==> config.mk <==
export PLATFORM = sky130hd
export DESIGN_NAME = i2c_byte_engine
export DESIGN_NICKNAME = d
export VERILOG_FILES = /design/src/rtl/i2c_byte_engine.sv
export SDC_FILE = /design/constraint.sdc
export NUM_CORES = 1
export LEC_CHECK = 0
export CORE_ASPECT_RATIO = 0.7
export CORE_MARGIN = 2
export CORE_UTILIZATION = 51
export DETAILED_ROUTE_END_ITERATION = 12
export MAX_ROUTING_LAYER = met4
export PLACE_DENSITY = 0.8
export SLEW_MARGIN = 25
export SYNTH_ARGS = -nofsm -noshare
export SYNTH_HDL_FRONTEND = slang
export SYNTH_SLANG_ARGS = --single-unit
==> constraint.sdc <==
create_clock -name PCLK -period 3.7 [get_ports PCLK]
set_input_delay 1.11 -clock PCLK [delete_from_list [all_inputs] [get_ports PCLK]]
set_output_delay 1.11 -clock PCLK [all_outputs]
set_load 0.005 [all_outputs]
==> src/rtl/i2c_byte_engine.sv <==
// Single-byte I2C master: START, address+R/W, ACK, one data byte, ACK/NACK, STOP.
// Every SCL quarter lasts Q PCLK cycles; Q is chosen by the speed latched at accept.
module i2c_byte_engine #(
    parameter int QTR_STD  = 50,
    parameter int QTR_FAST = 12
) (
    input  logic       PCLK,
    input  logic       PRESET,
    input  logic       cmd_start,
    input  logic [6:0] cmd_addr,
    input  logic       cmd_rw,
    input  logic       cmd_speed,
    input  logic [7:0] cmd_wdata,
    input  logic       sda_in,
    output logic       sda_oe,
    output logic       scl,
    output logic       busy,
    output logic       done,
    output logic       ack_err,
    output logic [7:0] rd_data
);

    typedef enum logic [2:0] {
        IDLE, START, ADDR, ADDR_ACK, DATA, DATA_ACK, STOP
    } state_t;

    localparam logic [15:0] STD_LAST  = 16'(QTR_STD - 1);
    localparam logic [15:0] FAST_LAST = 16'(QTR_FAST - 1);

    state_t      state_q, state_d;
    logic [15:0] cnt_q, cnt_d;
    logic [1:0]  qtr_q, qtr_d;
    logic [2:0]  bit_q, bit_d;
    logic [6:0]  addr_q, addr_d;
    logic        rw_q, rw_d;
    logic        speed_q, speed_d;
    logic [7:0]  wdata_q, wdata_d;
    logic [7:0]  shift_q, shift_d;
    logic        scl_q, scl_d;
    logic        sda_oe_q, sda_oe_d;
    logic        busy_q, busy_d;
    logic        done_q, done_d;
    logic        ack_err_q, ack_err_d;
    logic [7:0]  rd_data_q, rd_data_d;

    logic [15:0] q_last;
    logic        qend;
    logic [7:0]  tx_byte;
    logic [2:0]  nbit;

    always_comb begin
        state_d   = state_q;
        cnt_d     = cnt_q;
        qtr_d     = qtr_q;
        bit_d     = bit_q;
        addr_d    = addr_q;
        rw_d      = rw_q;
        speed_d   = speed_q;
        wdata_d   = wdata_q;
        shift_d   = shift_q;
        scl_d     = scl_q;
        sda_oe_d  = sda_oe_q;
        busy_d    = busy_q;
        done_d    = 1'b0;
        ack_err_d = ack_err_q;
        rd_data_d = rd_data_q;

        q_last  = speed_q ? FAST_LAST : STD_LAST;
        qend    = (cnt_q == q_last);
        tx_byte = {addr_q, rw_q};
        nbit    = bit_q + 3'd1;

        if (state_q == IDLE) begin
            // done_q blocks a strobe arriving in the same cycle as the done pulse
            if (cmd_start && !done_q) begin
                addr_d    = cmd_addr;
                rw_d      = cmd_rw;
                speed_d   = cmd_speed;
                wdata_d   = cmd_wdata;
                ack_err_d = 1'b0;
                busy_d    = 1'b1;
                state_d   = START;
                cnt_d     = 16'd0;
                qtr_d     = 2'd0;
                scl_d     = 1'b1;
                sda_oe_d  = 1'b0;
            end
        end else begin
            cnt_d = qend ? 16'd0 : cnt_q + 16'd1;
            if (qend) begin
                qtr_d = qtr_q + 2'd1;
                case (state_q)
                    START: begin
                        if (qtr_q == 2'd0) begin
                            sda_oe_d = 1'b1;
                        end else begin
                            state_d  = ADDR;
                            qtr_d    = 2'd0;
                            bit_d    = 3'd0;
                            scl_d    = 1'b0;
                            sda_oe_d = ~tx_byte[7];
                        end
                    end
                    ADDR, ADDR_ACK, DATA, DATA_ACK: begin
                        if (qtr_q == 2'd1) begin
                            scl_d = 1'b1;
                        end
                        if (qtr_q == 2'd2) begin
                            case (state_q)
                                ADDR_ACK: if (sda_in) ack_err_d = 1'b1;
                                DATA:     shift_d = {shift_q[6:0], sda_in};
                                DATA_ACK: if (!rw_q && sda_in) ack_err_d = 1'b1;
                                default:  ;
                            endcase
                        end
                        // End of slot: SCL falls and SDA takes the next slot's value together
                        if (qtr_q == 2'd3) begin
                            scl_d = 1'b0;
                            case (state_q)
                                ADDR: begin
                                    if (bit_q == 3'd7) begin
                                        state_d  = ADDR_ACK;
                                        sda_oe_d = 1'b0;
                                    end else begin
                                        bit_d    = nbit;
                                        sda_oe_d = ~tx_byte[3'd7 - nbit];
                                    end
                                end
                                ADDR_ACK: begin
                                    if (ack_err_q) begin
                                        state_d  = STOP;
                                        sda_oe_d = 1'b1;
                                    end else begin
                                        state_d  = DATA;
                                        bit_d    = 3'd0;
                                        sda_oe_d = ~rw_q & ~wdata_q[7];
                                    end
                                end
                                DATA: begin
                                    if (bit_q == 3'd7) begin
                                        state_d  = DATA_ACK;
                                        sda_oe_d = 1'b0;
                                    end else begin
                                        bit_d    = nbit;
                                        sda_oe_d = ~rw_q & ~wdata_q[3'd7 - nbit];
                                    end
                                end
                                default: begin
                                    state_d  = STOP;
                                    sda_oe_d = 1'b1;
                                end
                            endcase
                        end
                    end
                    STOP: begin
                        if (qtr_q == 2'd0) begin
                            scl_d = 1'b1;
                        end else if (qtr_q == 2'd1) begin
                            sda_oe_d = 1'b0;
                        end else begin
                            state_d = IDLE;
                            qtr_d   = 2'd0;
                            busy_d  = 1'b0;
                            done_d  = 1'b1;
                            // on a read, ack_err can only come from the address phase
                            if (rw_q && !ack_err_q) begin
                                rd_data_d = shift_q;
                            end
                        end
                    end
                    default: state_d = IDLE;
                endcase
            end
        end
    end

    always_ff @(posedge PCLK or posedge PRESET) begin
        if (PRESET) begin
            state_q   <= IDLE;
            cnt_q     <= 16'd0;
            qtr_q     <= 2'd0;
            bit_q     <= 3'd0;
            addr_q    <= 7'd0;
            rw_q      <= 1'b0;
            speed_q   <= 1'b0;
            wdata_q   <= 8'd0;
            shift_q   <= 8'd0;
            scl_q     <= 1'b1;
            sda_oe_q  <= 1'b0;
            busy_q    <= 1'b0;
            done_q    <= 1'b0;
            ack_err_q <= 1'b0;
            rd_data_q <= 8'd0;
        end else begin
            state_q   <= state_d;
            cnt_q     <= cnt_d;
            qtr_q     <= qtr_d;
            bit_q     <= bit_d;
            addr_q    <= addr_d;
            rw_q      <= rw_d;
            speed_q   <= speed_d;
            wdata_q   <= wdata_d;
            shift_q   <= shift_d;
            scl_q     <= scl_d;
            sda_oe_q  <= sda_oe_d;
            busy_q    <= busy_d;
            done_q    <= done_d;
            ack_err_q <= ack_err_d;
            rd_data_q <= rd_data_d;
        end
    end

    assign scl     = scl_q;
    assign sda_oe  = sda_oe_q;
    assign busy    = busy_q;
    assign done    = done_q;
    assign ack_err = ack_err_q;
    assign rd_data = rd_data_q;

endmodule

# [Word level (Yosys, flattened, before mapping)]
# Index checks and enable logic that the tools add are counted.
[word_totals] register_bits=62 in_bits=21
[classes] addsub=4 order_cmp=1 n_eq_ne=30 muxes=70 bitwise_logic=10 n_reduce_logical=27
[op_table] operator="$mux W16" count=3
[op_table] operator="$mux W3" count=13
[op_table] operator="$mux W1" count=35
[op_table] operator="$ne A3 B3 Y1 const B" count=11
[op_table] operator="$pmux W3 S3" count=2
[op_table] operator="$reduce_and A6 Y1" count=3
[op_table] operator="$add A16 B1 Y16 const B" count=1
[op_table] operator="$eq A16 B6 Y1" count=1
[op_table] operator="$reduce_and A8 Y1" count=2
[op_table] operator="$mux W2" count=7
[op_table] operator="$eq A3 B3 Y1 const B" count=4
[op_table] operator="$ne A4 B4 Y1 const B" count=3
[op_table] operator="$pmux W3 S2" count=2
[op_table] operator="$reduce_and A5 Y1" count=2
[op_table] operator="$reduce_bool A2 Y1" count=5
[op_table] operator="$pmux W1 S3" count=3
[op_table] operator="$ne A2 B2 Y1 const B" count=4
[op_table] operator="$not A1 Y1" count=8
[op_table] operator="$reduce_and A7 Y1" count=1
[op_table] operator="$bmux W1 S3" count=2
[op_table] operator="$eq A3 B2 Y1 const B" count=2
[op_table] operator="$mux W6" count=1
[op_table] operator="$eq A2 B2 Y1 const B" count=2
[op_table] operator="$lt A3 B4 Y1 const B" count=1
[op_table] operator="18 further kinds" count=24

# [Depth between registers and ports, before layout]
# Gate-level depths: netlist (run 1).
[logic_depth] ltp_word=12 depth_mapped=8 ltp_nobuf=7

# [Least setup slack after synthesis (run 1)]
# OpenSTA, ideal clock, no wires.
[synth_path] kind="input to register" start="input cmd_start" end="register addr_q[4]" setup_ns=0.125 t_arrival_ns=2.195 setup_slack_ns=1.380 stages=4 path_buffers=1 path_cell_list="nor2b_1 > nand2_1 > clkbuf_1 > mux2_2"
[synth_between] elab_chain_len=2
[synth_rtl] element="start: declaration" line_no="9" source="input logic cmd_start,"
[synth_rtl] element="$logic_and A1 B1 Y1" line_no="75" source="if (cmd_start && !done_q) begin"
[synth_rtl] element="$reduce_and A2 Y1 (no line)"
[synth_rtl] element="end signal: assignment" line_no="199" source="addr_q <= addr_d;"
[synth_rtl] element="end: declaration" line_no="34" source="logic [6:0] addr_q, addr_d;"
# No other way between the ends.
# A chain may end at the register's enable or synchronous reset.

# [Worst setup path after layout (run 1)]
[layout_path] start="input cmd_start" end="register state_q[0]"
[layout_between] elab_chain_len=3
[layout_rtl] element="$logic_and A1 B1 Y1" line_no="75"
[layout_rtl] element="$ne A2 B1 Y1 (no line)"
[layout_rtl] element="$reduce_and A8 Y1 (no line)"
[layout_rtl] element="end signal: assignment" line_no="195" source="state_q <= state_d;"
[layout_rtl] element="end: declaration" line_no="30" source="state_t state_q, state_d;"
# No other way between the ends.

==> results of run 1 <==
-- logic make-up after synthesis --
logic type | synth area share [%]
buffers and inverters | 3.62
adders and majority gates | 2.99
and+or+nand+nor | 16.4
xor gates and xnor gates | 0.523
muxes | 18.4
AOI/OAI and AO/OA | 11.7
DFF | 46.3
-- flip-flops by register name, summed over array words and instances, names as in the netlist --
| signal | cells |
|---|---|
| cnt_q | 16 |
| rd_data | 8 |
| shift_q | 8 |
| wdata_q | 8 |
| addr_q | 7 |
| bit_q | 3 |
| state_q | 3 |
| qtr_q | 2 |
| ack_err | 1 |
| busy | 1 |
| done | 1 |
| rw_q | 1 |
| scl | 1 |
| sda_oe | 1 |
| speed_q | 1 |
-- cells in the final DEF, fill, tap and decap left out, types with 2 or more instances in the layout --
cell / instances
clkbuf_8: 9
and2_1: 2
bufinv_16: 2
nand2b_1: 5
mux2_2: 36
mux2i_1: 10
and4_1: 2
or3_1: 6
ha_1: 8
nand2_1: 18
a32o_1: 2
dfrtp_1: 61
nor3_1: 7
clkinvlp_4: 2
o21ai_0: 24
xor2_1: 2
nor4_1: 4
clkdlybuf4s50_1: 33
and3_1: 2
a21oi_1: 15
nor2b_1: 7
a22o_1: 5
mux4_2: 4
nand4_1: 5
nor2_1: 14
nand3_1: 10
inv_1: 13
o21a_1: 3
o211ai_1: 3
buf_4: 2
and4bb_2: 2
-- worst reg2reg max path, cell delays in order (launching register included) --
cell     delay [ps]
dfrtp_1         630
or3_1           550
o21a_1          390
nor3_1          390
mux2_2          370
-- layout make-up --
type,instances,area share (%)
clock inverter,7,2.46
timing repair buffer,36,9.21
clock buffer,9,3.12
multi-input combinational,217,42.3
inverter,14,1.32
sequential,62,39.1
tap,78,2.46
-- how the worst max path moves through the flow --
stage / slack (ps) / endpoint / start / depth (start not counted)
after floorplan: 1050 / ack_err / PRESET / 1
after global placement: 770 / state_q[0] / cmd_start / 6
after detailed placement: 630 / state_q[0] / cmd_start / 6
after CTS: 1010 / state_q[0] / cmd_start / 6
after global routing: 800 / state_q[0] / cmd_start / 6
final: 950 / state_q[0] / cmd_start / 6
-- power groups by stage --
stage | Clock, mW | Combinational, mW | Sequential, mW
floorplan | 0 | 0.780 | 0.937
global placement | 0 | 0.864 | 1.04
detailed placement | 0 | 0.895 | 1.05
CTS | 0.680 | 0.903 | 1.04
global route | 0.714 | 0.998 | 1.07
finish | 0.664 | 0.908 | 1.05
-- routing by layer --
metal,track usage [%],share of wire [%]
met5,-,0
met2,31.3,44
met1,30.8,48
met3,6.15,6.8
met4,7.76,1.3
==> results.py, run 1 <==
metrics = {
    "yosys": {
        "yosysTopAreaCell": "dfrtp_1",
        "yosys_warnings": 0,
        "synthCells": 307,
        "dominantRegCellSynth": "dfrtp_1",
        "async_flop_share_pct": 100,
        "syn-cell-area_um2": 3350,
        "avgSynthCellArea_um2": 10.9,
        "synth_edf_count": 0,
        "syn-num-nets": 336,
        "synth_area_leaders": "dfrtp_1 46%, mux2_2 12%, o21ai_0 3.6%, ha_1 3.0%, mux2i_1 3.0%",
        "yosysSeqAreaShare_pct": 46.3,
        "yosysMostFrequentCell": "dfrtp_1",
        "synth.top_cells.by_count": "61 x dfrtp_1, 36 x mux2_2, 24 x o21ai_0, 18 x nand2_1, 15 x a21oi_1",
        "ys_ff_latch": 62,
        "synth_top_area_share_pct": 45.6,
        "synthDistinctLibCells": 53,
    },
    "pwr": {
        "leakage_nw": 1.70,
        "totalPowerFinal_mw": 2.62,
        "internal_power_mw": 1.67,
        "switching_power_uw": 950,
        "worst_ir_drop_vdd_mv": 0.371,
        "pwr-share-clk_pct": 25.3,
        "p_sw_share_pct": 36.2,
        "p_per_area_nw_per_um2": 661,
        "p_comb_share_pct": 34.6,
        "seq_power_share_pct": 40.1,
    },
    "place": {
        "place_congestion": 0.864,
        "dp_slack_ps": 628,
        "dpl_cell_area_um2": 3740,
        "place_inst": 407,
        "hpwl_um": 4880,
        "io_buffers": 33,
    },
    "floorplanning": {
        "die_w_um": 101,
        "start_util_pct": 53.4,
        "die_y_um": 71.8,
        "io_pins": 34,
        "num_rows": 24,
        "core_um2": 6280,
        "dieArea_um2": 7240,
    },
    "worst_setup_path": {
        "r2r_setup_slack_ps": 1260,
        "critPathKind": "in -> reg",
        "slowest_delay_ps": 450,
        "reg2reg_depth": 4,
        "cp.required_ps": 3940,
        "critPathBufInv": 1,
        "cp_slowest_cell": "clkdlybuf4s50_1",
        "end_kind": "flip-flop",
        "crit_path_start_kind": "input port",
        "critPathArrivalTime_ps": 2990,
        "r2r-end": "state_q[0]",
        "critical_path.max_fanout": 7,
        "r2r-start": "state_q[0]",
        "crit_chain": "clkdlybuf4s50_1 > nor2b_1 > nand2b_1 > o211ai_1 > nor3_1 > mux2_2",
        "path_delay_family": "simple AND/OR/NAND/NOR gates",
    },
    "routing": {
        "drt_iter0_drc": 234,
        "drc": 0,
        "dr.pass1.iters": 4,
        "drt-wirelength-per-cell_um": 16.5,
        "viasPerCell": 5.82,
        "wirelength_um": 7000,
        "ant_nets": 0,
        "vias": 2461,
    },
    "clock_network": {
        "htree_levels": 3,
        "clock_sinks": 62,
        "insertion_delay_ps": 350,
        "post-cts-setup-buffers": 0,
        "ctsResizeCount": 0,
        "clkSlewWorstSetupHoldPaths_ps": 70,
        "cts_tree": "built",
        "cts-root-buf": "clkbuf_8",
        "cts_made_buffers": 9,
        "cts_hold_buf": 0,
        "clk_path_buf_depth": 2,
    },
    "layout": {
        "antenna_cells": 0,
        "drive_above_1_share_pct": 20.6,
        "layout.nets": 369,
        "area_growth_pct": 18.4,
        "multi_input_area_um2": 1680,
        "regArea_um2": 1550,
        "final_util_pct": 63.2,
        "final_area_um2": 3970,
        "fill_cells": 490,
        "final_cells": 423,
    },
    "sta": {
        "slew_viol_final": 0,
        "rsz0062_at_grt": "false",
        "whs_ps": 508,
        "hold_violations": 0,
        "clock_skew_ps": 11.0,
        "fin_setup_tns_ps": 0,
        "fin_ws_ps": 955,
        "tightestPinTransition_ps": 785,
        "fin_crit_ps": 2750,
        "setup_viol": 0,
        "finalCritPeriodShare_pct": 74.2,
        "fmax_mhz": 364,
        "slew_headroom_pct": 47.5,
    },
    "job": {
        "maxCapViolCount": 0,
    },
    "grt": {
        "grt_max_degree": 34,
        "track_usage_pct": 22.2,
        "grt_pass1_vias": 2392,
        "globalRouteOverflowTotal": 0,
        "grt_pass1_wl_um": 11900,
        "antenna_found_initial": 0,
    },
    "min_path": {
        "hold_end": "rd_data[2]",
        "hp-class": "reg -> reg",
        "min_path_cells": 1,
        "hp-start": "rd_data[2]",
    },
    "status": {
        "status": "complete, no violations",
    },
}
Power figures use the tool's default switching activity.
==> run 2: changes to the inputs <==
==> constraint.sdc (replaced) <==
create_clock -name PCLK -period 2.6 [get_ports PCLK]
set_input_delay 0.78 -clock PCLK [delete_from_list [all_inputs] [get_ports PCLK]]
set_output_delay 0.78 -clock PCLK [all_outputs]
set_load 0.005 [all_outputs]
==> run 2 against run 1 <==
Net effect: clock skew fell by 6.6 ps; cell area increased by 1.3%; first-iteration DRC count fell by 31%; final cell count up 1.7%; critical path type is now reg -> reg; critical endpoint is now rd_data[3].
==> results.py, run 2 (synthesis gave the netlist of run 1 again) <==
metrics = {
    "pwr": {
        "p_comb_share_pct": 39.3,
        "p_sw_share_pct": 35.1,
        "worst_ir_drop_vdd_mv": 0.588,
        "p_per_area_nw_per_um2": 933,
        "pwr-share-clk_pct": 24.1,
        "leakage_nw": 1.72,
        "internal_power_mw": 2.43,
        "totalPowerFinal_mw": 3.75,
        "seq_power_share_pct": 36.6,
        "switching_power_mw": 1.31,
    },
    "grt": {
        "antenna_found_initial": 0,
        "grt_pass1_vias": 2276,
        "globalRouteOverflowTotal": 0,
        "grt_pass1_wl_um": 11500,
        "track_usage_pct": 21.4,
        "grt_max_degree": 46,
    },
    "sta": {
        "finalCritPeriodShare_pct": 87.3,
        "fin_ws_ps": 331,
        "fin_setup_tns_ps": 0,
        "fmax_mhz": 441,
        "setup_viol": 0,
        "hold_violations": 0,
        "rsz0062_at_grt": "false",
        "tightestPinTransition_ps": 933,
        "slew_headroom_pct": 37.6,
        "slew_viol_final": 0,
        "clock_skew_ps": 4.47,
        "fin_crit_ps": 2270,
    },
    "clock_network": {
        "ctsResizeCount": 0,
        "post-cts-setup-buffers": 0,
        "cts_tree": "built",
        "insertion_delay_ps": 330,
        "clkSlewWorstSetupHoldPaths_ps": 70,
        "clock_sinks": 62,
        "cts_made_buffers": 9,
        "clk_path_buf_depth": 2,
        "cts-root-buf": "clkbuf_8",
        "htree_levels": 3,
        "cts_hold_buf": 0,
    },
    "routing": {
        "dr.pass1.iters": 4,
        "wirelength_um": 6840,
        "ant_nets": 0,
        "drc": 0,
        "drt-wirelength-per-cell_um": 15.9,
        "drt_iter0_drc": 161,
        "viasPerCell": 5.80,
        "vias": 2492,
    },
    "worst_setup_path": {
        "cp.required_ps": 2820,
        "r2r_setup_slack_ps": 330,
        "crit_path_start_kind": "flip-flop",
        "end_kind": "flip-flop",
        "critPathBufInv": 1,
        "critical_path.max_fanout": 8,
        "critPathKind": "reg -> reg",
        "critPathArrivalTime_ps": 2490,
        "slowest_delay_ps": 440,
        "cp_slowest_cell": "dfrtp_1",
        "path_delay_family": "simple AND/OR/NAND/NOR gates",
        "crit_chain": "nor4_1 > nand3_2 > or2_4 > nor4_4 > buf_4 > mux2_2",
    },
    "place": {
        "dp_slack_ps": 118,
        "hpwl_um": 4920,
        "place_inst": 415,
        "io_buffers": 33,
        "dpl_cell_area_um2": 3800,
        "place_congestion": 0.939,
    },
    "layout": {
        "largest_register_ffs": 16,
        "final_common_cell": "dfrtp_1",
        "final_area_um2": 4020,
        "regMostFlops": "cnt_q",
        "antenna_cells": 0,
        "area_growth_pct": 19.9,
        "mostFrequentLayoutCells": "61 x dfrtp_1, 36 x mux2_2, 33 x clkdlybuf4s50_1, 24 x o21ai_0, 18 x nand2_1",
        "final_cells": 430,
        "drive_above_1_share_pct": 22.2,
        "layout.nets": 377,
    },
    "floorplanning": {
        "start_util_pct": 53.4,
        "dieArea_um2": 7240,
        "io_pins": 34,
        "core_um2": 6280,
        "die_y_um": 71.8,
        "die_w_um": 101,
        "num_rows": 24,
    },
    "min_path": {
        "hp-class": "reg -> reg",
    },
    "status": {
        "status": "complete, no violations",
    },
    "job": {
        "maxCapViolCount": 0,
    },
}
==> run 2: path summary, 6_finish.rpt <==
path                           start          to  cells past startpoint
setup / recovery            cnt_q[2]  rd_data[3]                      6
hold / removal             addr_q[0]   addr_q[0]                      1
setup reg to reg            cnt_q[2]  rd_data[3]                      6
hold reg to reg            addr_q[0]   addr_q[0]                      1
max in group asynchronous     PRESET   cnt_q[15]                      3
min in group asynchronous     PRESET  rd_data[7]                      2
==> run 2: routing by layer <==
layer	up-vias	GRT usage (%)	wire, um
met1	1203	31.5	3260
met3	10	7.22	422
li1	1206	-	-
met4	0	7.31	115
met5	-	-	0
met2	73	27.3	3040
==> run 2: power by group through the flow <==
stage          Clock, mW  Sequential, mW  Combinational, mW
6_report           0.902            1.37               1.47
5_1_grt            0.969            1.40               1.62
4_1_cts            0.925            1.37               1.46
3_5_place_dp           0            1.39               1.45
3_3_place_gp           0            1.37               1.42
2_1_floorplan          0            1.33               1.11
==> run 2: final cells by class <==
class	instances	area, um2
clock buffer	9	124
clock inverter	6	87.6
fill	491	2260
inverter	14	52.6
multi-input combinational	217	1680
sequential	62	1550
tap	78	97.6
timing repair buffer	44	425
==> run 2: per-stage QoR <==
stage               util (%)  hold slack [ps]
floorplan                  -              474
global placement        60.6              484
detailed placement      60.6              491
CTS                     64.0              506
global route            64.0              521
finish                  64.0              504
